--- config.mk ---
export PLATFORM = sky130hd
export DESIGN_NAME = bist_response_analyzer
export DESIGN_NICKNAME = d
export VERILOG_FILES = /design/src/rtl/bist_response_analyzer.sv
export SDC_FILE = /design/constraint.sdc
export NUM_CORES = 1
export LEC_CHECK = 0
export ABC_AREA = 1
export BUFFER_PORTS_ARGS = -buffer_cell sky130_fd_sc_hd__buf_2
export CORE_UTILIZATION = 53
export DETAILED_ROUTE_END_ITERATION = 10
export GPL_ROUTABILITY_DRIVEN = 0
export PLACE_DENSITY_LB_ADDON = 0.25
export REMOVE_ABC_BUFFERS = 1
export SYNTH_ARGS = -nofsm -noshare
export SYNTH_HDL_FRONTEND = slang
export SYNTH_SLANG_ARGS = --single-unit
--- constraint.sdc ---
create_clock -name clk -period 2.85 [get_ports clk]
set_input_delay 0 -clock clk [delete_from_list [all_inputs] [get_ports clk]]
set_output_delay 0 -clock clk [all_outputs]
set_load 0.02 [all_outputs]
--- src/rtl/bist_response_analyzer.sv ---
// bist_response_analyzer
// Output response analyzer for the LBIST datapath. CUT response words are
// compacted into a multiple-input signature register (MISR). After
// N_PATTERNS accepted words the final signature is compared against GOLDEN
// and done/pass are reported to the BIST controller.
//
// Handshake: a response word is accepted on every rising edge where the
// block is in COMPACT and resp_valid is high; there is no back-pressure,
// so the producer must not present more than N_PATTERNS valid words per run.
//
// The FSM state is fully visible on the outputs: busy=1 means COMPACT,
// done=1 means DONE, and busy=done=0 means IDLE.
module bist_response_analyzer #(
  parameter int              WIDTH      = 8,
  parameter logic [WIDTH-1:0] POLY      = 8'hB8,
  parameter logic [WIDTH-1:0] SEED      = 8'h00,
  parameter int              N_PATTERNS = 255,
  parameter logic [WIDTH-1:0] GOLDEN    = 8'h00,
  parameter int              CW         = $clog2(N_PATTERNS + 1)
) (
  input  logic             clk,
  input  logic             rst,
  input  logic             start,
  input  logic             resp_valid,
  input  logic [WIDTH-1:0] resp,
  output logic [WIDTH-1:0] signature,
  output logic [CW-1:0]    count,
  output logic             busy,
  output logic             done,
  output logic             pass
);

  typedef enum logic [1:0] {
    S_IDLE    = 2'd0,
    S_COMPACT = 2'd1,
    S_DONE    = 2'd2
  } state_e;

  localparam logic [CW-1:0] LAST_CNT = CW'(N_PATTERNS - 1);

  state_e           state_q, state_d;
  logic [WIDTH-1:0] sig_q, sig_d;
  logic [CW-1:0]    cnt_q, cnt_d;
  logic             pass_q, pass_d;

  logic             fb;
  logic [WIDTH-1:0] sig_next;
  logic             accept;
  logic             last_accept;
  logic             launch;

  // MISR next value and the accept / launch qualifiers
  always_comb begin
    fb          = ^(sig_q & POLY);
    sig_next    = {sig_q[WIDTH-2:0], fb} ^ resp;
    accept      = (state_q == S_COMPACT) && resp_valid;
    last_accept = accept && (cnt_q == LAST_CNT);
    launch      = ((state_q == S_IDLE) || (state_q == S_DONE)) && start;
  end

  // State register and datapath registers; reset wins over everything
  always_ff @(posedge clk) begin
    if (!rst) begin
      state_q <= S_IDLE;
      sig_q   <= SEED;
      cnt_q   <= '0;
      pass_q  <= 1'b0;
    end else begin
      state_q <= state_d;
      sig_q   <= sig_d;
      cnt_q   <= cnt_d;
      pass_q  <= pass_d;
    end
  end

  // Next-state logic: start is only honoured outside COMPACT
  always_comb begin
    state_d = state_q;
    case (state_q)
      S_IDLE:    if (start) state_d = S_COMPACT;
      S_COMPACT: if (last_accept) state_d = S_DONE;
      S_DONE:    if (start) state_d = S_COMPACT;
      default:   state_d = S_IDLE;
    endcase
  end

  // Datapath next values: load seed on launch, compact on accept, else hold
  always_comb begin
    sig_d  = sig_q;
    cnt_d  = cnt_q;
    pass_d = pass_q;
    if (launch) begin
      sig_d  = SEED;
      cnt_d  = '0;
      pass_d = 1'b0;
    end else if (accept) begin
      sig_d = sig_next;
      cnt_d = cnt_q + CW'(1);
      if (last_accept) pass_d = (sig_next == GOLDEN);
    end
  end

  // Outputs decoded from registered state only
  always_comb begin
    signature = sig_q;
    count     = cnt_q;
    busy      = (state_q == S_COMPACT);
    done      = (state_q == S_DONE);
    pass      = pass_q;
  end

endmodule

==> metrics.cfg <==
[layout]
syn_to_final_growth_pct=20.0
nFillCells=152
antennaDiodeCount=0
seq_area_um2=380
multiInputGateArea_um2=509
final_layout_size_suffix_gt1_frac=0.261
fin_nets=199

[pwr]
intPower_uw=354
switching_share=0.285
power-per-cell-area_nw_per_um2=399
switchingPower_uw=141
power.leakage_uw=0.000654
p_seq_frac=0.563
clock_power_share=0.273
finalPower_uw=496
vdd_drop_max_v=0.000412
comb_power_share=0.164

[place]
place_ws_ns=1.61
hpwl_mm=1.63
port_buffers=30

[critical_path]
cp-startpoint=state_q[0]
cp_max_fo=14
crit_path_start_kind=register
crit_arrival_ns=1.95
r2r_cells=7
rrSetupSlack_ns=1.15
cp-endpoint=state_q[1]
crit_required_ns=3.10
regToRegStartpoint=state_q[0]
worstSetupPathType=register to register
endpoint_kind=register
timing.rr.end=state_q[1]

[sta]
fin_skew_ns=0.00899
max_freq_mhz=589
setup_tns_ns=0
period_share=0.596
period_minus_slack_ns=1.70
maxSlewHeadroom=0.749
rsz0062_at_grt=false
tightest_slew_ns=0.375
hold_viol=0
setup_ws_ns=1.15
setup_viol=0
holdWs_ns=0.0461
report.final.slew_viol_count=0

[route]
wl_met2_mm=1.05
drc=0
routed-wl-met3_um=66
drtPass1Iterations=4
num_vias=984
wl_per_cell_um=10.2
drt-met1-wl_mm=1.02
drt_iter0_markers=23
topRoutingLayerUsed=met3
totalWireLength_mm=2.13
drt.antenna.violating_nets=0
avgViaCountPerCell=4.71

[synthesis]
yosysMostFrequentCell=nand2_1
yosysTopAreaCell=dfxtp_1
ys_top_cells_by_area=dfxtp_1, nand2_1, inv_1, a21oi_1, o21ai_0
synth-edff-count=0
yosys_warnings=0
ys_seq_area_frac=0.367
ys_seq_elements=19
syn_avg_cell_area_um2=6.91
netlist_instances=150
synthArstFlopShare=0
synth_common_cells=nand2_1, inv_1, dfxtp_1, a21oi_1, o21ai_0
netlist.area_leader.share=0.367
syn_area_um2=1040
synth_ff_type=dfxtp_1
yosysUniqueCellTypes=26

[clocking]
cts_setup_buffers=0
cts_buffers=3
cts_resized=0
hold_buffers=3
worstSkewPairLatency_ns=0.29
htreeDepth=1
cts_tree=built
cts_root_buf=clkbuf_4
clk_pin_slew_ns=0.11
clock-sinks=19
cts_buffer_depth=2

[grt]
grt_pass1_wl_mm=3.47
track_usage=0.225
grt_overflow=0
grt_max_degree=15
grt_pass1_vias=895
grt_antenna_before_repair=0

[floorplanning]
boundaryPins=31
core_area_um2=1780
initial_core_util=0.581
die_w_um=46.2
die_area_um2=2140
rows=15
die_h_um=46.2

[status]
status=finished, final reports clean

[min_path]
hp-class=input pin to register

[run]
cap_violations=0

==> power by group through the flow <==
stage	registers [uW]	logic, uW	clock network [uW]
4_1_cts	279	81.3	139
2_1_floorplan	291	45.8	0
6_report	279	81.5	135
5_1_grt	280	92.7	146
3_5_place_dp	285	78.9	0
3_3_place_gp	284	76.0	0
==> logic make-up (layout without fill, tap and decap cells) <==
logic type      Yosys count  count (layout)  share of synthesized area
xor+xnor                  3               3                     0.0254
compound gates           29              29                      0.147
simple gates             64              64                      0.295
fa+ha+maj                 2               2                     0.0242
flops                    19              19                      0.367
buf+inv                  33              67                      0.141
==> sequential cells by signal, summed over array words and instances, names as in the netlist <==
signal     flops
pass           1
state_q        2
count          8
signature      8
==> through the flow <==
step / utilization / instance area (um^2) / instances
floorplan: - / 1000 / 147
global route: 0.698 / 1240 / 209
CTS: 0.698 / 1240 / 209
finish: 0.698 / 1240 / 209
detailed placement: 0.665 / 1190 / 202
global placement: 0.665 / 1190 / 202
==> layout make-up <==
class	count	area share
sequential	19	0.306
multi-input combinational	98	0.409
inverter	30	0.0926
timing repair buffer	33	0.145
clock inverter	1	0.00402
tap	25	0.0252
clock buffer	3	0.0181
==> cells in the final DEF, fill, tap and decap left out, drive strengths merged <==
cell type    instances
a21oi               17
and3                 1
buf                 30
clkbuf               3
clkinv               1
dfxtp               19
dlygate4sd3          3
ha                   2
inv                 30
nand2               41
nand3                9
nor2                10
nor3                 2
o21ai               12
or2                  1
xnor2                2
xor2                 1
==> metal layers <==
metal | global-route usage | vias up
met5 | 0 | -
met4 | 0.0529 | 0
met3 | 0.0235 | 0
met2 | 0.417 | 18
met1 | 0.274 | 433
li1 | - | 533
==> critical path, stage by stage (launching register included) <==
cell and delay (ns):
dfxtp_1 0.37, inv_2 0.06, nor2_4 0.12, nand2_4 0.13, inv_4 0.16, nand3_2 0.13
a21oi_1 0.13, dlygate4sd3_1 0.54
==> worst min-delay path by stage <==
stage	startpoint	end	cells after the start
finish	resp[2]	signature[2]	4
global route	resp[5]	signature[5]	4
CTS	resp[2]	signature[2]	4
detailed placement	rst	state_q[1]	3
global placement	rst	state_q[0]	3
floorplan	rst	state_q[0]	2
Power figures use the tool's default switching activity.
